[src/rtl/cpu_ctrl_pkg.sv]
// Shared definitions for the hardwired control unit: opcode map, sequencer
// states, IR field positions, the strobe bundle and opcode class helpers.
package cpu_ctrl_pkg;

  localparam int OP_W = 5;
  localparam int RF_W = 4;

  // Opcode map
  localparam logic [OP_W-1:0] OP_ADD  = 5'b00011;
  localparam logic [OP_W-1:0] OP_SUB  = 5'b00100;
  localparam logic [OP_W-1:0] OP_AND  = 5'b00101;
  localparam logic [OP_W-1:0] OP_OR   = 5'b00110;
  localparam logic [OP_W-1:0] OP_ROR  = 5'b00111;
  localparam logic [OP_W-1:0] OP_ROL  = 5'b01000;
  localparam logic [OP_W-1:0] OP_SHR  = 5'b01001;
  localparam logic [OP_W-1:0] OP_SHRA = 5'b01010;
  localparam logic [OP_W-1:0] OP_SHL  = 5'b01011;
  localparam logic [OP_W-1:0] OP_MUL  = 5'b01111;
  localparam logic [OP_W-1:0] OP_DIV  = 5'b10000;
  localparam logic [OP_W-1:0] OP_NOP  = 5'b11010;
  localparam logic [OP_W-1:0] OP_HALT = 5'b11011;

  // IR field bit positions
  localparam int IR_OP_HI = 31;
  localparam int IR_OP_LO = 27;
  localparam int IR_RA_HI = 26;
  localparam int IR_RA_LO = 23;
  localparam int IR_RB_HI = 22;
  localparam int IR_RB_LO = 19;
  localparam int IR_RC_HI = 18;
  localparam int IR_RC_LO = 15;

  // Sequencer states
  typedef enum logic [3:0] {
    S_IDLE = 4'd0,
    S_T0   = 4'd1,
    S_T1   = 4'd2,
    S_T2   = 4'd3,
    S_T3   = 4'd4,
    S_T4   = 4'd5,
    S_T5   = 4'd6,
    S_T6   = 4'd7,
    S_HALT = 4'd8
  } state_e;

  // Single-bit strobes driven toward the datapath
  typedef struct packed {
    logic pc_out;
    logic pc_increment;
    logic pc_in;
    logic mar_in;
    logic read;
    logic mdr_in;
    logic mdr_out;
    logic ir_in;
    logic y_in;
    logic zlow_in;
    logic zhigh_in;
    logic zlow_out;
    logic zhigh_out;
    logic hi_in;
    logic lo_in;
    logic halted;
    logic illegal;
  } ctrl_t;

  // Register-register ALU instructions (take the T4/T5 path)
  function automatic logic is_alu_op(input logic [OP_W-1:0] op);
    case (op)
      OP_ADD, OP_SUB, OP_AND, OP_OR, OP_ROR, OP_ROL,
      OP_SHR, OP_SHRA, OP_SHL, OP_MUL, OP_DIV: is_alu_op = 1'b1;
      default:                                 is_alu_op = 1'b0;
    endcase
  endfunction

  // ALU ops whose result lands in HI/LO instead of a general register
  function automatic logic is_hilo_op(input logic [OP_W-1:0] op);
    is_hilo_op = (op == OP_MUL) || (op == OP_DIV);
  endfunction

endpackage

[src/rtl/reg_field_decoder.sv]
// Turns a register-number field into a one-hot enable vector, all-zero when
// not enabled. Field values beyond NREGS decode to nothing.
module reg_field_decoder #(
  parameter int NREGS = 16,
  parameter int FW    = 4
) (
  input  logic [FW-1:0]    i_field,
  input  logic             i_en,
  output logic [NREGS-1:0] o_onehot
);

  // One comparator per register bit
  always_comb begin
    o_onehot = '0;
    for (int i = 0; i < NREGS; i++) begin
      o_onehot[i] = i_en && (i_field == FW'(i));
    end
  end

endmodule

[src/rtl/alu_control_sequencer.sv]
// Hardwired control unit: sequences fetch (T0..T2) and register-register ALU
// execute (T3..T6), producing Moore strobes from the state and the IR.
module alu_control_sequencer
  import cpu_ctrl_pkg::*;
#(
  parameter int NREGS = 16,
  parameter int OPW   = 5
) (
  input  logic             clk,
  input  logic             clr,
  input  logic             run,
  input  logic [31:0]      ir,
  output logic             pc_out,
  output logic             pc_increment,
  output logic             pc_in,
  output logic             MARin,
  output logic             read,
  output logic             mdr_in,
  output logic             mdr_out,
  output logic             ir_in,
  output logic             y_in,
  output logic             zlow_in,
  output logic             zhigh_in,
  output logic             zlow_out,
  output logic             zhigh_out,
  output logic             hi_in,
  output logic             lo_in,
  output logic [NREGS-1:0] reg_in,
  output logic [NREGS-1:0] reg_out,
  output logic [OPW-1:0]   op_code,
  output logic             halted,
  output logic             illegal
);

  state_e          r_state;
  state_e          w_next;
  state_e          w_end_next;
  ctrl_t           w_ctl;
  logic [OP_W-1:0] w_opc;
  logic [RF_W-1:0] w_ra;
  logic [RF_W-1:0] w_rb;
  logic [RF_W-1:0] w_rc;
  logic [RF_W-1:0] w_rout_field;
  logic            w_is_alu;
  logic            w_is_hilo;
  logic            w_rin_en;
  logic            w_rout_en;
  logic [OP_W-1:0] w_alu_op;
  logic            w_unused_ir;

  assign w_opc     = ir[IR_OP_HI:IR_OP_LO];
  assign w_ra      = ir[IR_RA_HI:IR_RA_LO];
  assign w_rb      = ir[IR_RB_HI:IR_RB_LO];
  assign w_rc      = ir[IR_RC_HI:IR_RC_LO];
  assign w_is_alu  = is_alu_op(w_opc);
  assign w_is_hilo = is_hilo_op(w_opc);
  assign w_unused_ir = ^ir[IR_RC_LO-1:0];

  // End of an instruction: loop straight into the next fetch while run holds
  assign w_end_next = run ? S_T0 : S_IDLE;

  // State register; clr aborts anything in flight immediately
  always_ff @(posedge clk or posedge clr) begin
    if (clr) r_state <= S_IDLE;
    else     r_state <= w_next;
  end

  // Next-state sequencing
  always_comb begin
    w_next = r_state;
    case (r_state)
      S_IDLE: w_next = run ? S_T0 : S_IDLE;
      S_T0:   w_next = S_T1;
      S_T1:   w_next = S_T2;
      S_T2:   w_next = S_T3;
      S_T3: begin
        if (w_is_alu)              w_next = S_T4;
        else if (w_opc == OP_HALT) w_next = S_HALT;
        else                       w_next = w_end_next;
      end
      S_T4:   w_next = S_T5;
      S_T5:   w_next = w_is_hilo ? S_T6 : w_end_next;
      S_T6:   w_next = w_end_next;
      S_HALT: w_next = S_HALT;
      default: w_next = S_IDLE;
    endcase
  end

  // Per-state single-bit strobes (Moore: state plus held IR only)
  always_comb begin
    w_ctl = '0;
    case (r_state)
      S_T0: begin
        w_ctl.pc_out       = 1'b1;
        w_ctl.mar_in       = 1'b1;
        w_ctl.pc_increment = 1'b1;
        w_ctl.zlow_in      = 1'b1;
        w_ctl.zhigh_in     = 1'b1;
      end
      S_T1: begin
        w_ctl.zlow_out = 1'b1;
        w_ctl.pc_in    = 1'b1;
        w_ctl.read     = 1'b1;
        w_ctl.mdr_in   = 1'b1;
      end
      S_T2: begin
        w_ctl.mdr_out = 1'b1;
        w_ctl.ir_in   = 1'b1;
      end
      S_T3: begin
        w_ctl.y_in    = w_is_alu;
        w_ctl.illegal = !w_is_alu && (w_opc != OP_HALT) && (w_opc != OP_NOP);
      end
      S_T4: begin
        w_ctl.zlow_in  = 1'b1;
        w_ctl.zhigh_in = 1'b1;
      end
      S_T5: begin
        w_ctl.zlow_out = 1'b1;
        w_ctl.lo_in    = w_is_hilo;
      end
      S_T6: begin
        w_ctl.zhigh_out = 1'b1;
        w_ctl.hi_in     = 1'b1;
      end
      S_HALT:  w_ctl.halted = 1'b1;
      default: w_ctl = '0;
    endcase
  end

  // Register-file enables: Rb drives in T3, Rc in T4, Ra is written in T5
  always_comb begin
    w_rout_en    = ((r_state == S_T3) && w_is_alu) || (r_state == S_T4);
    w_rout_field = (r_state == S_T4) ? w_rc : w_rb;
    w_rin_en     = (r_state == S_T5) && !w_is_hilo;
    w_alu_op     = (r_state == S_T4) ? w_opc : '0;
  end

  reg_field_decoder #(.NREGS(NREGS), .FW(RF_W)) u_dec_out (
    .i_field  (w_rout_field),
    .i_en     (w_rout_en),
    .o_onehot (reg_out)
  );

  reg_field_decoder #(.NREGS(NREGS), .FW(RF_W)) u_dec_in (
    .i_field  (w_ra),
    .i_en     (w_rin_en),
    .o_onehot (reg_in)
  );

  assign pc_out       = w_ctl.pc_out;
  assign pc_increment = w_ctl.pc_increment;
  assign pc_in        = w_ctl.pc_in;
  assign MARin        = w_ctl.mar_in;
  assign read         = w_ctl.read;
  assign mdr_in       = w_ctl.mdr_in;
  assign mdr_out      = w_ctl.mdr_out;
  assign ir_in        = w_ctl.ir_in;
  assign y_in         = w_ctl.y_in;
  assign zlow_in      = w_ctl.zlow_in;
  assign zhigh_in     = w_ctl.zhigh_in;
  assign zlow_out     = w_ctl.zlow_out;
  assign zhigh_out    = w_ctl.zhigh_out;
  assign hi_in        = w_ctl.hi_in;
  assign lo_in        = w_ctl.lo_in;
  assign halted       = w_ctl.halted;
  assign illegal      = w_ctl.illegal;
  assign op_code      = OPW'(w_alu_op);

endmodule

[config.mk]
export PLATFORM = sky130hd
export DESIGN_NAME = alu_control_sequencer
export DESIGN_NICKNAME = d
export VERILOG_FILES = /design/src/rtl/cpu_ctrl_pkg.sv /design/src/rtl/reg_field_decoder.sv /design/src/rtl/alu_control_sequencer.sv
export SDC_FILE = /design/constraint.sdc
export NUM_CORES = 1
export LEC_CHECK = 0
export CAP_MARGIN = 20
export CELL_PAD_IN_SITES_DETAIL_PLACEMENT = 1
export CELL_PAD_IN_SITES_GLOBAL_PLACEMENT = 1
export CORE_ASPECT_RATIO = 1.75
export CORE_MARGIN = 8
export CORE_UTILIZATION = 37
export DETAILED_ROUTE_END_ITERATION = 8
export DONT_BUFFER_PORTS = 1
export GPL_ROUTABILITY_DRIVEN = 1
export GPL_TIMING_DRIVEN = 0
export PLACE_DENSITY_LB_ADDON = 0.1
export SYNTH_ARGS = -nofsm -noshare
export SYNTH_HDL_FRONTEND = slang
export SYNTH_SLANG_ARGS = --single-unit
[constraint.sdc]
create_clock -name clk -period 2.3 [get_ports clk]
set_input_delay 0.46 -clock clk [delete_from_list [all_inputs] [get_ports clk]]
set_output_delay 0.46 -clock clk [all_outputs]
set_load 0.02 [all_outputs]
* Word level (Yosys, flattened, before mapping)
Memory sizes are Yosys's and may differ from the RTL's.
Cells that the tools add are included.
** Operators by class
- Add/subtract/negate cells :: 0
- Multipliers :: 0
- Divide/modulo/power cells :: 0
- Order comparisons :: 0
- Equality and inequality tests :: 43
- Shift-type cells :: 0
- Muxes and demuxes :: 19
- Bitwise gates (word level) :: 0
- Reduce and logical (&&, ||, !) cells :: 46
** Operator list (count)
- $eq 4x4->1 const B :: 17
- $eq 4x3->1 const B :: 12
- $logic_and 1x1->1 :: 36
- $pmux 4 s8 :: 1
- $eq 4x2->1 const B :: 6
- $eq 4x1->1 const B :: 3
- $logic_not 4->1 :: 3
- $mux 4 :: 3
- $eq 5x5->1 const B :: 2
- $mux 2 :: 5
- $ne 5x5->1 const B :: 2
- $mux 1 :: 8
- $reduce_or 2->1 :: 3
- $eq 5x4->1 const B :: 1
- $mux 5 :: 1
- $mux 3 :: 1
- $logic_not 1->1 :: 2
- $logic_or 1x1->1 :: 2
** Word-level totals
- Bits in registers :: 4
- Latch bits :: 0
- Bits in writable memories :: 0
- Bits in read-only memories :: 32
- Output and inout port bits :: 54
- Logic and storage cells :: 110
- Memories kept :: 1
** Memories
- (no name shown) :: depth 32, width 1, read ports 1, clocked after Yosys merged registers in 0, wr ports 0, line cpu_ctrl_pkg.sv:69 : case (op)

* Longest topological paths before layout
Gate-level depths: netlist of run 1.
- Depth in word-level cells :: 5
- Depth in mapped cells :: 6
- Gate-level depth less buffers :: 4

* Cells and area by module
From an unflattened synthesis of run 1, not the netlist that was laid out.
** Second synthesis, totals
- Cells, all modules :: 123
- Area, all modules :: 772.0 um2
** Modules (own cells, without submodules)
- alu_control_sequencer :: times used 1, cells each 77, area an instance 536.8 um2, seq. area each 100.1 um2
- reg_field_decoder :: times used 2, cells each 23, area an instance 117.6 um2, seq. area each 0.0 um2

* Least setup slack after synthesis of run 1
Ideal clock, no wire load.
- Kind :: input to output
- Start :: in ir[27]
- End :: out reg_out[0]
- Arrival :: 1773 ps
- Required time :: 1840 ps
- Setup slack :: 67 ps
- Cell stages on the path :: 4
- Path through :: or4b_4 > a21oi_4 > o2111ai_1 > a21oi_1
** On the way
- Longest elaborated chain between the ends :: 4
** Ends and longest elaborated chain
- start: declaration :: line alu_control_sequencer.sv:12 : input logic [31:0] ir,
- $mem_v2 32x1
- $logic_and 1x1->1 :: line alu_control_sequencer.sv:133 : w_rout_en = ((r_state == S_T3) && w_is_alu) || (r_state == S_T4);
- $logic_or 1x1->1 :: line alu_control_sequencer.sv:133
- $logic_and 1x1->1 :: line reg_field_decoder.sv:16 : o_onehot[i] = i_en && (i_field == FW'(i));
- end: declaration :: line alu_control_sequencer.sv:29 : output logic [NREGS-1:0] reg_out,
No other way between the ends.

* Worst setup path after layout of run 1
- Start :: in ir[27]
- End :: out reg_out[4]
Same word-level chain as after synthesis.

==> out/metrics.yaml, run 1 <==
run_status: "finished, violations left"
die-height_um: 79.1
drv_cap: 0
crit_type: "in -> out"
synth_top_cells_by_area: "a21oi_1 12%, dfrtp_1 12%, nor2_1 7.1%, buf_4 6.2%, nor3_1 5.3%"
top_regs: "r_state (4)"
remaining_drc_errors: 0
period_minus_slack_ps: 2340
cts_buffer_depth: 2
layout-drive-gt1-share_pct: 51.4
dieArea_um2: 4120
comb_power_share_pct: 74.2
required_ps: 1840
regMostFlops: "r_state"
async_flop_share_pct: 100
netSwitchingFraction_pct: 53.4
initial_utilization_pct: 38.0
grt.overflow.total: 0
rsz0062_at_grt: "yes"
grtUsageTotal_pct: 17.2
max_slew.worst_pin.slew_ps: 1000
internal_power_mw: 0.489
grt_pass1_wl_mm: 5.71
synth_warnings: 0
fmax_mhz: 427
grt_max_degree: 11
crit_start: "ir[27]"
yosysTopAreaCell: "a21oi_1"
numCtsBuffers: 3
cts_tree: "done"
area_growth_pct: 70.9
n_fill_cell: 237
drtIter0Drc: 21
yosysUniqueCellTypes: 36
p_sw_mw: 0.561
grt_antenna_before_repair: 0
setup_viol: 17
yosys.area.top_type_share_pct: 11.9
vias: 1069
clockPowerShare_pct: 14.1
largest_reg_flops: 4
slew_viol_final: 0
n_antenna_cell: 0
fin_crit_sh_pct: 102
portBuffers: 0
nets: 179
syn_area_um2: 842
grt_pass1_vias: 1193
fin_total_pwr_mw: 1.05
crit_path_start_kind: "input port"
first_pass_iters: 4
yosysSeqAreaShare_pct: 11.9
power_leakage_nw: 0.451
cellPowerDensity_nw_per_um2: 730
r2r-end: "r_state[1]$_DFF_PP0_"
clock_latency_ps: 220
worst_setup_path_end_kind: "output pin"
synth_edf_count: 0
setup.worst_path.end: "reg_out[4]"
htree_levels: 1
grt.met3_usage_pct: 8.22
fin_ws_ps: -39.6
fin_skew_ps: 2.18
irDropWorstVdd_v: 0.000559
seqPwrFrac_pct: 11.7
final_hold_viol_count: 0
max_slew_margin_pct: 32.1
hold_class: "in -> async"
top_usage_layer: "met2"
violations: "setup timing"
rows: 23
rrSetupSlack_ps: 770
multi_input_area_um2: 1020
holdWs_ps: 12.6
yosysMostFrequentCell: "a21oi_1"
clk_pin_slew_worst_paths_ps: 30
core_area_um2: 2220
wl_mm: 3.91
antenna_left: 0
die_width_um: 52.1
seqCellArea_um2: 103
met2_usage_pct: 33.0
place.gp.congestion: 0.865
syn_inst: 129
arrival_ps: 1880
rr_worst_depth: 3
grt_use_met1_pct: 14.8
path_max_fanout: 5
root_buffer: "clkbuf_8"
ys_ff_latch: 4
wl_per_cell_um: 23.4
synthFlopType: "dfrtp_1"
synth_common_cells: "20 x a21oi_1, 16 x nor2_1, 10 x inv_1"
synth_nets: 164
worstReg2RegStart: "r_state[3]$_DFF_PP0_"
dpl.hpwl_mm: 2.71
syn_avg_cell_area_um2: 6.53
via_per_inst: 6.40
boundaryPins: 89
cts.sink_count: 4
[power groups by stage]
| stage | Combinational [mW] | Sequential (mW) | Clock, mW |
|---|---|---|---|
| 6_report | 0.780 | 0.123 | 0.148 |
| 5_1_grt | 0.831 | 0.125 | 0.152 |
| 4_1_cts | 0.696 | 0.119 | 0.148 |
| 3_5_place_dp | 0.572 | 0.123 | 0 |
| 3_3_place_gp | 0.565 | 0.121 | 0 |
| 2_1_floorplan | 0.493 | 0.115 | 0 |
[how the worst min path moves through the flow]
stage,end,startpoint,slack (ps),cells past startpoint
6_report,r_state[2]$_DFF_PP0_,clr,10,1
5_1_grt,r_state[2]$_DFF_PP0_,clr,30,1
4_1_cts,r_state[2]$_DFF_PP0_,clr,20,1
3_5_place_dp,r_state[1]$_DFF_PP0_,clr,240,1
3_3_place_gp,r_state[1]$_DFF_PP0_,clr,230,1
2_1_floorplan,r_state[0]$_DFF_PP0_,clr,230,1
[cell usage in the layout (no fill, tap or decap), types with 4 or more instances in the layout]
cell type | Yosys | final
buf_4 | 7 | 16
nor3_2 | 1 | 6
nor2_4 | 1 | 4
o2111ai_4 | 0 | 4
nor2_1 | 16 | 13
nand2b_1 | 6 | 5
inv_1 | 10 | 10
and2_1 | 5 | 5
a21oi_4 | 1 | 17
nand2_1 | 8 | 8
clkbuf_8 | 0 | 4
[repair_timing]
item,4_1_cts,5_1_grt
endpoints found under the setup margin,32,27
pin swaps,9,17
resized for setup,55,23
buffers inserted,7,4
cloned,0,0
hold buffers,0,0
[worst max-delay path, stage by stage]
cell and delay (ps):
or4b_4 560, a21oi_4 340, o2111ai_4 250, a21oi_4 270
[final cells by class]
type	count	area share (%)
tap	25	2.17
timing repair buffer	11	7.48
multi-input combinational	103	70.8
buffer	11	6.96
clock buffer	3	2.87
sequential	4	7.13
inverter	10	2.61
[through the flow]
step | utilization [%] | cells | cell area [um2] | worst slack [ps] | TNS, ps
after CTS | 56.0 | 163 | 1240 | -58.4 | -533
after global routing | 64.9 | 167 | 1440 | -112 | -1590
after detailed placement | 39.4 | 154 | 873 | -179 | -2140
after global placement | 39.4 | 154 | 873 | -86.6 | -996
final | 64.9 | 167 | 1440 | -39.6 | -478
after floorplan | - | 129 | 842 | 67.3 | 0
[metal layers]
layer,vias up,wire length (um)
met4,0,19
met2,56,2200
met5,-,0
met1,520,1250
met3,2,437
li1,491,-
[cells by family (layout without fill, tap and decap cells)]
| kind of cell | after synthesis | count (layout) | share of synthesized area, % |
|---|---|---|---|
| buf+inv | 22 | 35 | 13.5 |
| simple gates | 65 | 65 | 46.1 |
| compound gates | 38 | 38 | 28.5 |
| flops | 4 | 4 | 11.9 |
Power figures use the tool's default switching activity.
==> inputs of run 2 (changes only) <==
--- a/config.mk
+++ b/config.mk
@@ -5,6 +5,7 @@
 export SDC_FILE = /design/constraint.sdc
 export NUM_CORES = 1
 export LEC_CHECK = 0
+export ABC_CLOCK_PERIOD_IN_PS = 2300
 export CAP_MARGIN = 20
 export CELL_PAD_IN_SITES_DETAIL_PLACEMENT = 1
 export CELL_PAD_IN_SITES_GLOBAL_PLACEMENT = 1
@@ -14,7 +15,6 @@
 export DETAILED_ROUTE_END_ITERATION = 8
 export DONT_BUFFER_PORTS = 1
 export GPL_ROUTABILITY_DRIVEN = 1
-export GPL_TIMING_DRIVEN = 0
 export PLACE_DENSITY_LB_ADDON = 0.1
 export SYNTH_ARGS = -nofsm -noshare
 export SYNTH_HDL_FRONTEND = slang
==> run 2 against run 1 <==
Against the previous run:
- the flow still finishes with violations (setup timing)
- utilization is 8.8 points lower
- via count is 5.7% higher
- hold slack worse by 7.2 ps
- cell count is 10% higher
==> out/metrics.yaml, run 2 (same netlist as run 1, synthesis figures left out) <==
die_width_um: 52.1
grt_antenna_before_repair: 0
boundaryPins: 89
cts_buffer_depth: 2
slew_viol_final: 0
initial_utilization_pct: 38.0
setup_viol: 4
holdWs_ps: 5.41
hold_class: "in -> async"
dpl.hpwl_mm: 3.00
max_slew.worst_pin.slew_ps: 503
core_area_um2: 2220
vias: 1130
period_minus_slack_ps: 2370
layout-drive-gt1-share_pct: 41.5
via_per_inst: 6.14
cts_tree: "done"
rsz0062_at_grt: "yes"
n_fill_cell: 300
rows: 23
critical_path.max_stage_delay_ps: 570
utilization_pct: 56.1
portBuffers: 0
final_cell_mix: "34 x buf_4, 17 x a21oi_1, 14 x nor2_1, 10 x inv_1, 8 x nand2_1"
required_ps: 1840
crit_path_start_kind: "input port"
path_max_fanout: 5
fin_ws_ps: -72.0
met2_usage_pct: 33.1
crit_type: "in -> out"
largest_reg_flops: 4
antenna_left: 0
irDropWorstVdd_v: 0.000486
fin_crit_sh_pct: 103
htree_levels: 1
place.gp.congestion: 0.803
dieArea_um2: 4120
worst_setup_path_end_kind: "output pin"
grt_max_degree: 12
grt_pass1_wl_mm: 5.82
wl_mm: 3.78
regMostFlops: "r_state"
root_buffer: "clkbuf_8"
wl_per_cell_um: 20.5
clk_pin_slew_worst_paths_ps: 30
final_hold_viol_count: 0
arrival_ps: 1910
final_common_cell: "buf_4"
worst_path_max_delay_cell: "or4b_4"
first_pass_iters: 4
fmax_mhz: 422
clock_latency_ps: 220
top_regs: "r_state (4)"
grt_pass1_vias: 1271
violations: "setup timing"
n_antenna_cell: 0
top_usage_layer: "met2"
drtIter0Drc: 16
fin_skew_ps: 3.96
numCtsBuffers: 3
dp_cells: 177
die-height_um: 79.1
drv_cap: 0
nets: 196
power_leakage_nw: 0.514
remaining_drc_errors: 0
layout.cells.non_filler: 184
grtUsageTotal_pct: 17.8
max_slew_margin_pct: 66.4
grt.met3_usage_pct: 8.60
grt_use_met1_pct: 14.6
cts.sink_count: 4
grt.overflow.total: 0
crit_chain: "or4b_4 > a21oi_4 > o2111ai_2 > a21oi_1 > buf_4"
cellPowerDensity_nw_per_um2: 750
area_growth_pct: 47.7
run_status: "finished, violations left"
-- run 2: cell types whose count changed in the layout (fill, tap and decap cells not counted), moves of 3 or more --
cell,before,now
a21oi_1,3,17
a21oi_4,17,1
buf_4,16,34
nor3_1,3,7
nor3_2,6,2
o2111ai_2,0,3
o2111ai_4,4,0
-- run 2: worst paths after layout --
kind	slack, ps	start	cells after the start	to
min	5	clr	1	r_state[2]$_DFF_PP0_
min reg2reg	600	r_state[3]$_DFF_PP0_	1	r_state[0]$_DFF_PP0_
min in group clk	560	ir[31]	4	r_state[3]$_DFF_PP0_
max in group asynchronous	2130	clr	1	r_state[3]$_DFF_PP0_
max	-70	ir[27]	5	reg_out[4]
max reg2reg	810	r_state[1]$_DFF_PP0_	4	r_state[0]$_DFF_PP0_
-- run 2: critical path, delay by kind of cell --
family                 cells  cell delay [ps]
and+or+nand+nor            1              570
buffers and inverters      1              190
AOI/OAI and AO/OA          3              700
-- run 2: routing by layer --
layer | vias up | wire length (um)
li1 | 527 | -
met1 | 535 | 1180
met2 | 60 | 2070
met3 | 8 | 433
met4 | 0 | 85
met5 | - | 0
-- run 2: metrics by stage --
step	power [mW]	setup TNS [ps]	area, um2	setup slack [ps]
after floorplan	0.608	0	842	67.3
after global placement	0.710	0	1070	37.2
after detailed placement	0.726	0	1070	4.13
after CTS	0.904	0	1140	3.42
after global routing	0.999	-1240	1240	-120
final	0.932	-157	1240	-72.0
-- run 2: what timing repair did --
item / in CTS / in global routing
buffers inserted: 1 / 3
pin swaps: 2 / 2
gates resized for setup: 6 / 19
endpoints found under the setup margin: 20 / 20
hold buffers: 0 / 0
-- run 2: area by class of cell --
type                       count  area (um2)  share of cell area [%]
multi-input combinational    103         721                    57.9
timing repair buffer          39         312                    25.1
sequential                     4         101                    8.15
clock buffer                   3        41.3                    3.32
inverter                      10        37.5                    3.02
tap                           25        31.3                    2.52
-- run 2: where the power goes --
part / switching, mW / internal (mW) / total, mW
Sequential: 0.0357 / 0.0959 / 0.132
Combinational: 0.422 / 0.228 / 0.650
Clock: 0.0387 / 0.112 / 0.150
Total: 0.496 / 0.436 / 0.932
